==> src/rtl/timer_ctrl.sv <==
// TIMA/TMA/TAC timer: divider tap select, falling-edge tick, overflow -> reload -> interrupt.
// Optional macro TIMER_TAC_GLITCH_EN: TAC writes can produce a tick, as the original hardware does.
module timer_ctrl (
    input  logic       boga1mhz,
    input  logic       nreset2,
    input  logic       ff04_ff07,
    input  logic [1:0] a,
    input  logic       cpu_wr,
    input  logic       cpu_rd,
    input  logic [7:0] d_in,
    output logic [7:0] d_out,
    output logic       d_oe,
    input  logic       tap_4096hz,
    input  logic       tap_262144hz,
    input  logic       tap_65536hz,
    input  logic       tap_16384hz,
    output logic       int_timer
);

    logic [7:0] tima, tma;
    logic [2:0] tac;
    logic       sig_q, reload_pend;

    logic       tap_sel, sig, tick;
    logic       wr_tima, wr_tma, wr_tac;
    logic [8:0] tima_inc;
    logic [7:0] tima_nxt, tma_nxt;
    logic [2:0] tac_nxt;
    logic       pend_nxt, int_nxt;

    assign wr_tima = ff04_ff07 & cpu_wr & (a == 2'b01);
    assign wr_tma  = ff04_ff07 & cpu_wr & (a == 2'b10);
    assign wr_tac  = ff04_ff07 & cpu_wr & (a == 2'b11);

    always_comb begin
        case (tac[1:0])
            2'b00:   tap_sel = tap_4096hz;
            2'b01:   tap_sel = tap_262144hz;
            2'b10:   tap_sel = tap_65536hz;
            default: tap_sel = tap_16384hz;
        endcase
    end

    assign sig = tac[2] & tap_sel;

`ifdef TIMER_TAC_GLITCH_EN
    assign tick = sig_q & ~sig;
`else
    // Previous TAC value; a falling edge only counts when TAC did not change under it.
    logic [2:0] tac_q;
    assign tick = sig_q & ~sig & (tac_q == tac);
`endif

    assign tima_inc = {1'b0, tima} + 9'd1;

    always_comb begin
        tma_nxt  = wr_tma ? d_in : tma;
        tac_nxt  = wr_tac ? d_in[2:0] : tac;
        tima_nxt = tima;
        pend_nxt = reload_pend;
        int_nxt  = 1'b0;
        if (int_timer) begin
            // Reload cycle: TIMA follows TMA (including a same-cycle TMA write); TIMA writes and ticks are lost.
            tima_nxt = tma_nxt;
        end else if (reload_pend) begin
            pend_nxt = 1'b0;
            if (wr_tima) begin
                tima_nxt = d_in;
            end else begin
                tima_nxt = tma_nxt;
                int_nxt  = 1'b1;
            end
        end else if (wr_tima) begin
            tima_nxt = d_in;
        end else if (tick) begin
            tima_nxt = tima_inc[7:0];
            pend_nxt = tima_inc[8];
        end
    end

    always_ff @(posedge boga1mhz) begin
        if (!nreset2) begin
            tima        <= 8'h00;
            tma         <= 8'h00;
            tac         <= 3'b000;
            sig_q       <= 1'b0;
            reload_pend <= 1'b0;
            int_timer   <= 1'b0;
`ifndef TIMER_TAC_GLITCH_EN
            tac_q       <= 3'b000;
`endif
        end else begin
            tima        <= tima_nxt;
            tma         <= tma_nxt;
            tac         <= tac_nxt;
            sig_q       <= sig;
            reload_pend <= pend_nxt;
            int_timer   <= int_nxt;
`ifndef TIMER_TAC_GLITCH_EN
            tac_q       <= tac;
`endif
        end
    end

    // FF04 belongs to the divider, so this block never drives it.
    always_comb begin
        d_oe  = 1'b0;
        d_out = 8'h00;
        if (ff04_ff07 && cpu_rd && (a != 2'b00)) begin
            d_oe = 1'b1;
            case (a)
                2'b01:   d_out = tima;
                2'b10:   d_out = tma;
                default: d_out = {5'b11111, tac};
            endcase
        end
    end

endmodule
==> config.mk <==
export PLATFORM = sky130hd
export DESIGN_NAME = timer_ctrl
export DESIGN_NICKNAME = d
export VERILOG_FILES = /design/src/rtl/timer_ctrl.sv
export SDC_FILE = /design/constraint.sdc
export NUM_CORES = 1
export LEC_CHECK = 0
export CAP_MARGIN = 10
export CORE_MARGIN = 4
export CORE_UTILIZATION = 52
export CTS_CLUSTER_SIZE = 28
export DETAILED_ROUTE_END_ITERATION = 7
export PLACE_DENSITY_LB_ADDON = 0.08
export SETUP_SLACK_MARGIN = 0.02
export SYNTH_ARGS = -nofsm -noshare
export SYNTH_HDL_FRONTEND = slang
export SYNTH_SLANG_ARGS = --single-unit
==> constraint.sdc <==
create_clock -name boga1mhz -period 2.24 [get_ports boga1mhz]
set_input_delay 0.56 -clock boga1mhz [delete_from_list [all_inputs] [get_ports boga1mhz]]
set_output_delay 0.56 -clock boga1mhz [all_outputs]
set_load 0.02 [all_outputs]
==> out/summary.md <==
The run finished with clean final reports. Dividing the synthesized area by the synthesized cell count gives 8.244 sq um. The tools report the category of the worst setup path capture point as a primary output.

For hold timing, the worst endpoint is tma[4]. Measured along the x axis, the die boundary spans 63.17 um. In the routed design, unresolved DRC markers number 0.

The first-pass GRT wire length is 7272 um, and the post-synthesis adder-cell area fraction is 0.03953. The biggest area contributor in the post-synthesis netlist is sky130_fd_sc_hd__dfxtp_1. The clock net in this run drives a total of 25 sinks. By area, the combinational part of the netlist is dominated by compound AO/OA/AOI/OAI gates. The xor and xnor area share after synthesis is 0.01660. The repair_antennas step left the layout with diodes totalling 0.

The critical path data arrival time is 1.64 ns. After clock tree synthesis, the clock-pin slew on the worst setup and hold paths is 0.15 ns. The core region is 2829 sq um.

The run gives 0 as the setup fix buffers added after clock tree synthesis. Once routing completed, OpenROAD measured the worst setup slack at 0.04014 ns. The number of global-route vias before repair was 1,638. The fraction of registers with async set or reset after synthesis works out to 0.

After routing, the total negative slack on setup checks comes to 0 ns. The worst path needs 2.200 ns of the cycle, external delays included. Across the routed clock network, the largest skew measured is 0.001690 ns. The area fraction of the dominant cell type after synthesis was 0.3162; the sequential element share of the synthesized area was 0.3162. The tools report the cell leakage power as 0.8579 nW. Setup repair after global routing left no endpoint under its margin. STA classifies the critical path startpoint as an input pin. The tools report the overall global routing resource usage as 0.2276. The total count of hold-check failures in the final report was 0.

For the reg-to-reg setup timing slack, the log shows 0.24 ns. In the post-synthesis netlist, the cell with the most instances is sky130_fd_sc_hd__nand2_1. The class of the tightest hold or removal check is reg -> reg. The tools report the endpoint of the worst-slack reg-to-reg timing path as tima[4]. TritonCTS built the clock tree. For this run, the post-layout net count is 258. The number of cells on the worst reg-to-reg path is 6.

29 I/O pins were placed. The tools report the startpoint of the worst hold path as tma[4]. After legalization and detailed placement, the total HPWL measured 3255 um.

The final weighted congestion of routability-driven global placement was 0.9491; the routed via count divided by cell count was 6.254. At the worst endpoint, the required time is 1.68 ns. The commonest cells after synthesis are sky130_fd_sc_hd__nand2_1, sky130_fd_sc_hd__dfxtp_1, sky130_fd_sc_hd__clkbuf_1. The ratio of final minimum period to clock period is 0.9821. Startpoint-to-endpoint class of the critical path: in -> out. The effective utilization at floorplan is 0.5595. In the synthesized netlist the dominant register cell turns out to be sky130_fd_sc_hd__dfxtp_1. The multi-input combinational cells in the finished layout cover a total of 1040 sq um. For the worst slew margin relative to its limit, the log shows 0.7550. The final routed wire length divided by cell count was 17.16 um; the cell area after synthesis was 1583 sq um.

The total overflow left after global routing is 0. The worst reg2reg path startpoint is tac[1]. The tools report the count of final setup violators as 0.

The number of instances on the worst hold path is 2. Static timing analysis puts the maximum clock frequency at 454.6 MHz. The synthesized-area fraction occupied by ao, oa, aoi and oai cells was 0.2783; the area of the die was 3990 sq um.

TritonCTS created 3 clock buffers. Detailed routing inserted a total of 1,651 vias. The share of synthesized cell area in and, or, nand and nor gates came out at 0.2292. After filler insertion, the fill cell instance count of the layout stands at 223. Synthesis inferred 25 register bits.

The number of enable flip-flop cells after synthesis is 0, and the count of port buffers added during placement is 28. The DRC violation total after the first TritonRoute iteration was 145. The maximum buffer depth of the clock tree was 2; the fraction of final layout cells sized beyond drive strength 1 was 0.2275. Relative to the synthesized area, the layout overhead comes to 30.12%. The number of antenna violations at the first check in global routing was 0. Measured along the y axis, the die boundary spans 63.17 um.

The fraction of synthesized area in multiplexers is 0.06008. Across the whole layout, storage elements account for 501.7 sq um. Counting every net in the synthesized netlist gives 216. Counting every instance in the synthesized netlist gives 192.

Entering global routing, the biggest net connects 16 pins. The total power per unit cell area came out at 426.7 nW/um^2. After floorplanning, the core was divided into 19 placement rows. The run gives 1 as the maximum level of the CTS H-tree. The routed wire length is 4530 um, and the worst-margin pin slew is 0.3663 ns.

Before antenna repair, the detailed router went through 5 iterations. IR analysis of the VDD net gives a maximum drop of 0.0002930 V. Of all nets on the critical path, the largest fanout is 4.

The latest clock arrival within the worst-skew pair is 0.34 ns, and the total of warnings raised by yosys is 0. In this run the remaining antenna-violating nets after routing total 0. Sorting the synthesized cells by area gives the leading types as sky130_fd_sc_hd__dfxtp_1, sky130_fd_sc_hd__nand2_1, sky130_fd_sc_hd__mux2i_1, sky130_fd_sc_hd__ha_1, sky130_fd_sc_hd__a22oi_1. The logs give 0 for the count of final max-slew check failures and -0.8471 ns for the setup slack after placement.

Number of library cell types mapped by synthesis: 46. Max-cap violations in this run came to 0. The tools report the root buffer selected by CTS as sky130_fd_sc_hd__clkbuf_4.
## layout by cell type (no fill, tap or decap), types with 3 or more instances in the layout
cell type                         instances
sky130_fd_sc_hd__nand2_1                 28
sky130_fd_sc_hd__dfxtp_1                 24
sky130_fd_sc_hd__buf_4                   23
sky130_fd_sc_hd__clkdlybuf4s50_1         15
sky130_fd_sc_hd__a22oi_1                  8
sky130_fd_sc_hd__a21oi_1                  8
sky130_fd_sc_hd__nor2_1                   8
sky130_fd_sc_hd__mux2i_1                  8
sky130_fd_sc_hd__buf_2                    8
sky130_fd_sc_hd__a21boi_0                 7
sky130_fd_sc_hd__nor2b_1                  6
sky130_fd_sc_hd__nand3_1                  5
sky130_fd_sc_hd__inv_1                    4
sky130_fd_sc_hd__and2_1                   4
sky130_fd_sc_hd__and3_1                   4
sky130_fd_sc_hd__o21ai_0                  4
sky130_fd_sc_hd__a211oi_2                 3
sky130_fd_sc_hd__nand4_1                  3
sky130_fd_sc_hd__xnor2_1                  3
sky130_fd_sc_hd__and4_1                   3
sky130_fd_sc_hd__nor3_1                   3
sky130_fd_sc_hd__a31oi_1                  3
sky130_fd_sc_hd__o22ai_1                  3
sky130_fd_sc_hd__ha_4                     3
sky130_fd_sc_hd__clkbuf_4                 3
## per-stage QoR
step	instances	area, sq um	utilization	hold WS [ns]	power, mW
6_report	264	2059	0.7280	0.5018	0.8787
3_3_place_gp	259	2007	0.7094	0.4781	0.6435
5_1_grt	264	2059	0.7280	0.5288	0.9227
3_5_place_dp	259	2007	0.7094	0.4821	0.6490
4_1_cts	263	2028	0.7169	0.5054	0.8684
2_1_floorplan	192	1583	-	0.4541	0.5609
## flip-flops by register name (all words and copies together) (netlist names)
name / cells
tac: 3
int_timer: 1
reload_pend: 1
tima: 8
tma: 8
tac_q: 3
sig_q: 1
## worst max-delay path by stage
stage,start,endpoint,slack [ns]
after floorplan,a[0],d_out[0],-0.1
after global placement,a[0],d_out[0],-0.77
after detailed placement,a[0],d_out[4],-0.85
after CTS,ff04_ff07,d_oe,0.02
after global routing,a[1],d_out[1],0.0002
final,a[1],d_out[1],0.04
## cell type report
| type | count | area share |
|---|---|---|
| timing repair buffer | 51 | 0.2060 |
| clock inverter | 1 | 0.003645 |
| multi-input combinational | 147 | 0.5049 |
| sequential | 25 | 0.2436 |
| inverter | 6 | 0.01215 |
| clock buffer | 3 | 0.01094 |
| tap | 31 | 0.01883 |
## critical path: stages
cell	delay, ns
sky130_fd_sc_hd__buf_4	0.11
sky130_fd_sc_hd__inv_2	0.06
sky130_fd_sc_hd__ha_4	0.15
sky130_fd_sc_hd__nand3b_1	0.21
sky130_fd_sc_hd__buf_2	0.20
sky130_fd_sc_hd__a211oi_2	0.14
sky130_fd_sc_hd__buf_2	0.20
## where the power goes
group | total [mW] | switching (mW) | internal, mW
Sequential | 0.468 | 0.0127 | 0.455
Clock | 0.226 | 0.157 | 0.0687
Combinational | 0.185 | 0.0926 | 0.0921
## routing by layer
metal	share of wire	vias to the layer above	wire length (um)	global-route usage
li1	-	785	-	-
met1	0.42	759	1895	0.2742
met2	0.47	88	2119	0.3781
met3	0.079	19	356	0.03908
met4	0.035	0	159	0.1348
met5	0	-	0	0
## what timing repair did
item | in CTS | in global routing
gates cloned | 0 | 1
pin swaps | 0 | 1
hold buffers | 0 | 0
resized for setup | 53 | 12
endpoints found under the setup margin | 17 | 10
## kinds of logic (layout without fill, tap and decap cells)
kind of cell,Yosys count,after routing
DFF,25,25
adders and majority gates,5,5
AOI/OAI and AO/OA,59,59
muxes,9,9
xor gates and xnor gates,3,3
buffers and inverters,20,61
and+or+nand+nor,71,71
Power figures use the tool's default switching activity.
==> patch 1, RTL diff (config.mk and constraints unchanged) <==
Build with the macro `TIMER_TAC_GLITCH_EN` defined.
--- a/src/rtl/timer_ctrl.sv
+++ b/src/rtl/timer_ctrl.sv
@@ -1,5 +1,7 @@
 // TIMA/TMA/TAC timer: divider tap select, falling-edge tick, overflow -> reload -> interrupt.
 // Optional macro TIMER_TAC_GLITCH_EN: TAC writes can produce a tick, as the original hardware does.
+`define TIMER_TAC_GLITCH_EN
+
 module timer_ctrl (
     input  logic       boga1mhz,
     input  logic       nreset2,
Check against the original RTL: not equivalent (a bounded check fails within 4 cycles, from zero or initial values and one cycle with nreset2 low).
==> patch 1 against the unedited design <==
- via count is 8.7% lower
- core utilization is 2.3 points higher
- hold slack better by 0.010 ns
- wire length is 11% lower
- worst setup slack better by 0.063 ns
- total power is 0.81% higher
- area after synthesis is 7.7% lower
- design area is 6.4% lower
- sequential cell count is 3 lower
- critical endpoint unchanged
- largest cell class unchanged
- highest routed layer unchanged
==> patch 1: results (changes against the unedited design) <==
The net count of the finished layout was 238 (was 258). The pin count of the biggest net entering global routing came to 15 (was 16). The design internal power came out at 661.3 µW (was 616.2 µW).

The post-CTS resize count is 55 (was 53). The portion of the post-synthesis area used by sequential elements is 30.14% (was 31.62%). The pin slew with the least headroom to its limit came to 0.4867 ns (was 0.3663 ns). The synthesized netlist net count came to 198 (was 216). Synth top cells by count: sky130_fd_sc_hd__dfxtp_1 (22), sky130_fd_sc_hd__nand2_1 (21), sky130_fd_sc_hd__a21oi_1 (14) (was sky130_fd_sc_hd__nand2_1 (28), sky130_fd_sc_hd__dfxtp_1 (25), sky130_fd_sc_hd__clkbuf_1 (10)). Biggest registers after layout: tima: 8 flops, tma: 8 flops, tac: 3 flops (was tima: 8 flops, tma: 8 flops). Biggest area contributors in the synthesized netlist: sky130_fd_sc_hd__dfxtp_1 (30%), sky130_fd_sc_hd__mux2i_1 (5.5%), sky130_fd_sc_hd__nand2_1 (5.4%), sky130_fd_sc_hd__a21oi_1 (4.8%), sky130_fd_sc_hd__ha_1 (4.3%) (was sky130_fd_sc_hd__dfxtp_1 (32%), sky130_fd_sc_hd__nand2_1 (6.6%), sky130_fd_sc_hd__mux2i_1 (5.1%), sky130_fd_sc_hd__ha_1 (4.0%), sky130_fd_sc_hd__a22oi_1 (3.8%)).

The number of inserted filler cells in the final layout is 191 (was 223). The length of the first detailed-routing pass in iterations was 4 (was 5). The global-route wire length before repair is 6368 µm (was 7272 µm). The via count of the first global-routing pass is 1393 (was 1638). The standby leakage power is 0.7620 nW (was 0.8579 nW). Outcome: completed (unchanged).

The fraction of layout cells with a size suffix above 1 is 23.47% (was 22.75%). The half-perimeter wire length of the detailed placement result is 3024 µm (was 3255 µm). The worst flop-to-flop path endpoint was tima[5] (was tima[4]). The signal arrival time at the worst endpoint came out at 1.58 ns (was 1.64 ns).

The pre-CTS setup slack was -0.8705 ns (was -0.8471 ns). The met2 wire length is 1984 µm (was 2119 µm). The setup slack of the worst register-to-register path came out at 0.54 ns (was 0.24 ns).

The detailed-route vias per instance is 6.206 (was 6.254). The global routing met2 resource utilization is 39.69% (was 37.81%). The average routed wire per standard cell is 16.67 µm (was 17.16 µm). The wire length on met3 is 381 µm (was 356 µm).

The delay of the slowest cell on the worst path came out at 0.19 ns (was 0.21 ns). The time the final worst path needs with I/O delays and setup is 2.137 ns (was 2.200 ns). The weighted congestion at the end of routability-driven global placement was 0.9370 (was 0.9491). The largest voltage drop on the vdd net is 0.4110 mV (was 0.2930 mV).
-- patch 1: power groups by stage --
stage | logic, mW | registers, mW | clock network [mW]
after floorplan | 0.0788 | 0.411 | 0
after global placement | 0.151 | 0.414 | 0
after detailed placement | 0.155 | 0.414 | 0
after CTS | 0.160 | 0.405 | 0.320
after global routing | 0.178 | 0.407 | 0.332
final | 0.166 | 0.406 | 0.315
-- patch 1: cell type report --
type | instances | share of cell area [%]
Clock buffer | 3 | 1.168
Clock inverter | 1 | 1.557
Inverter | 5 | 0.9734
Multi-Input combinational cell | 136 | 50.88
Sequential cell | 22 | 22.84
Tap cell | 30 | 1.947
Timing Repair Buffer | 46 | 20.64
-- patch 1: kinds of logic (layout without fill, tap and decap cells) --
kind of cell    count (synthesis)  count (layout)  share of synthesized area (%)
fa+ha+maj                       5               5                          4.281
compound gates                 58              58                          29.97
mux                             8               8                          5.480
buf+inv                        16              55                          6.078
simple gates                   63              63                          22.86
xor+xnor                        2               2                          1.199
flops                          22              22                          30.14
==> patch 2, RTL diff (same flow settings) <==
Made on the original files. Register the input `cpu_rd` before use. The logic sees it one clock later. The other inputs are not delayed to match.
--- a/src/rtl/timer_ctrl.sv
+++ b/src/rtl/timer_ctrl.sv
@@ -16,6 +16,12 @@
     input  logic       tap_16384hz,
     output logic       int_timer
 );
+
+    logic cpu_rd_q;
+
+    always_ff @(posedge boga1mhz) begin
+        cpu_rd_q <= cpu_rd;
+    end
 
     logic [7:0] tima, tma;
     logic [2:0] tac;
@@ -106,7 +112,7 @@
     always_comb begin
         d_oe  = 1'b0;
         d_out = 8'h00;
-        if (ff04_ff07 && cpu_rd && (a != 2'b00)) begin
+        if (ff04_ff07 && cpu_rd_q && (a != 2'b00)) begin
             d_oe = 1'b1;
             case (a)
                 2'b01:   d_out = tima;
Function: changed (a bounded check fails within 4 cycles, from zero or initial values and one cycle with nreset2 low).
==> patch 2 against the unedited design <==
- total power up 15%
- design area up 4.3%
- worst setup slack better by 0.049 ns
- area after synthesis up 1.3%
- wire length down 4.9%
- core utilization up 2.5 points
- global-route usage about the same
- sequential cell count up 1
- non-clock buffer count up 4
- clock skew up 0.0021 ns
- cell count up 1.9%
- first-iteration DRC count down 45%
- via count down 1.2%
- critical path depth unchanged
- highest routed layer unchanged
==> patch 2: results (changes against the unedited design) <==
The worst max-slew margin expressed relative to the limit is 76.03% (was 75.50%). The pre-CTS setup slack came out at -0.8318 ns (was -0.8471 ns). Synth top cells by count: sky130_fd_sc_hd__nand2_1 (28), sky130_fd_sc_hd__dfxtp_1 (26), sky130_fd_sc_hd__clkbuf_1 (10) (was sky130_fd_sc_hd__nand2_1 (28), sky130_fd_sc_hd__dfxtp_1 (25), sky130_fd_sc_hd__clkbuf_1 (10)). Biggest area contributors in the synthesized netlist: sky130_fd_sc_hd__dfxtp_1 (32%), sky130_fd_sc_hd__nand2_1 (6.6%), sky130_fd_sc_hd__mux2i_1 (5.0%), sky130_fd_sc_hd__ha_1 (3.9%), sky130_fd_sc_hd__a22oi_1 (3.7%) (was sky130_fd_sc_hd__dfxtp_1 (32%), sky130_fd_sc_hd__nand2_1 (6.6%), sky130_fd_sc_hd__mux2i_1 (5.1%), sky130_fd_sc_hd__ha_1 (4.0%), sky130_fd_sc_hd__a22oi_1 (3.8%)). The top fanout value on the critical path came out at 6 (was 4). The count of warnings emitted by yosys is 0 (unchanged). The synthesized netlist net count is 217 (was 216). The critical path's slowest cell is sky130_fd_sc_hd__ha_2 (was sky130_fd_sc_hd__nand3b_1). The sum of routed wire length over all layers came to 4306 µm (was 4530 µm). The global-route wire length before repair came out at 7424 µm (was 7272 µm). The total number of vias came to 1631 (was 1651).

The top cell family by delay on the critical path is buffers and inverters (unchanged). The fraction of layout cells with a size suffix above 1 came out at 26.05% (was 22.75%). The signal arrival time at the worst endpoint came out at 1.59 ns (was 1.64 ns).

The final clock skew was 0.003825 ns (was 0.001690 ns). The largest voltage drop on the vdd net was 0.3501 mV (was 0.2930 mV). The half-perimeter wire length of the detailed placement result came out at 3217 µm (was 3255 µm). The fmax came out at 465.0 MHz (was 454.6 MHz).

The net count of the finished layout came out at 263 (was 258). The setup slack of the worst register-to-register path is 0.37 ns (was 0.24 ns). The portion of the post-synthesis area used by sequential elements came out at 32.47% (was 31.62%). The number of inserted filler cells in the final layout came to 207 (was 223).

Outcome: completed (unchanged). The violation count after the first detailed-route iteration was 80 (was 145). The design internal power came out at 750.7 µW (was 616.2 µW). The standby leakage power came to 0.8855 nW (was 0.8579 nW).

The via count of the first global-routing pass is 1546 (was 1638). The global-route usage over all layers came out at 22.73% (was 22.76%).
## patch 2: cell types whose count changed after synthesis, sizes merged
cell and delta:
dfxtp +1
## patch 2: kinds of logic (layout without fill, tap and decap cells)
| family | count (synthesis) | in the layout | synth area share [%] |
|---|---|---|---|
| adders and majority gates | 5 | 5 | 3.903 |
| buffers and inverters | 20 | 65 | 5.933 |
| muxes | 9 | 9 | 5.933 |
| xor gates and xnor gates | 3 | 3 | 1.640 |
| AOI/OAI and AO/OA | 59 | 59 | 27.48 |
| and+or+nand+nor | 71 | 71 | 22.64 |
| DFF | 26 | 26 | 32.47 |
## patch 2: per-layer routing
layer	up-vias	global-route usage, %	part of all wire, %
met2	75	35.07	44
met5	-	0	0
met1	748	31.47	47
li1	797	-	-
met4	0	8.086	2.1
met3	11	4.085	7.1
## patch 2: repair_timing
action,4_1_cts,5_1_grt
setup buffers,0,0
pin swaps,1,0
setup endpoints to repair,17,4
gates resized for setup,69,2
## patch 2: path summary, 6_finish.rpt
check / startpoint / to / cells past startpoint
max: a[0] / d_out[7] / 7
max reg2reg: tac[1] / tima[5] / 6
min: tma[2] / tma[2] / 2
min reg2reg: tma[2] / tma[2] / 2
## patch 2: worst reg2reg max path: stages (launching register included)
cell,delay (ns)
sky130_fd_sc_hd__dfxtp_1,0.43
sky130_fd_sc_hd__mux2_4,0.32
sky130_fd_sc_hd__or3_4,0.38
sky130_fd_sc_hd__a31oi_4,0.17
sky130_fd_sc_hd__buf_4,0.19
sky130_fd_sc_hd__nand2b_1,0.18
sky130_fd_sc_hd__o221ai_1,0.11
## patch 2: cell type report
type	count	area [µm²]	area share, %
flip-flops and latches	26	520.5	24.24
clock buffers	3	22.52	1.049
clock inverters	1	30.03	1.399
repair buffers	55	466.7	21.74
inverters	6	22.52	1.049
well taps	31	38.79	1.807
multi-input cells	147	1046	48.72
## patch 2: power groups by stage
stage / Sequential (mW) / Clock, mW / Combinational (mW)
2_1_floorplan: 0.492 / 0 / 0.0882
3_3_place_gp: 0.496 / 0 / 0.172
3_5_place_dp: 0.496 / 0 / 0.175
4_1_cts: 0.487 / 0.343 / 0.181
5_1_grt: 0.490 / 0.367 / 0.200
6_report: 0.488 / 0.335 / 0.185
## patch 2: stage by stage
| stage | power [mW] | TNS [ns] | std cells | hold WS, ns |
|---|---|---|---|---|
| after floorplan | 0.5802 | -0.2989 | 193 | 0.4541 |
| after global placement | 0.6678 | -11.44 | 265 | 0.4700 |
| after detailed placement | 0.6711 | -11.77 | 265 | 0.4833 |
| after CTS | 1.012 | 0 | 269 | 0.5113 |
| after global routing | 1.057 | 0 | 269 | 0.5458 |
| final | 1.007 | 0 | 269 | 0.5125 |
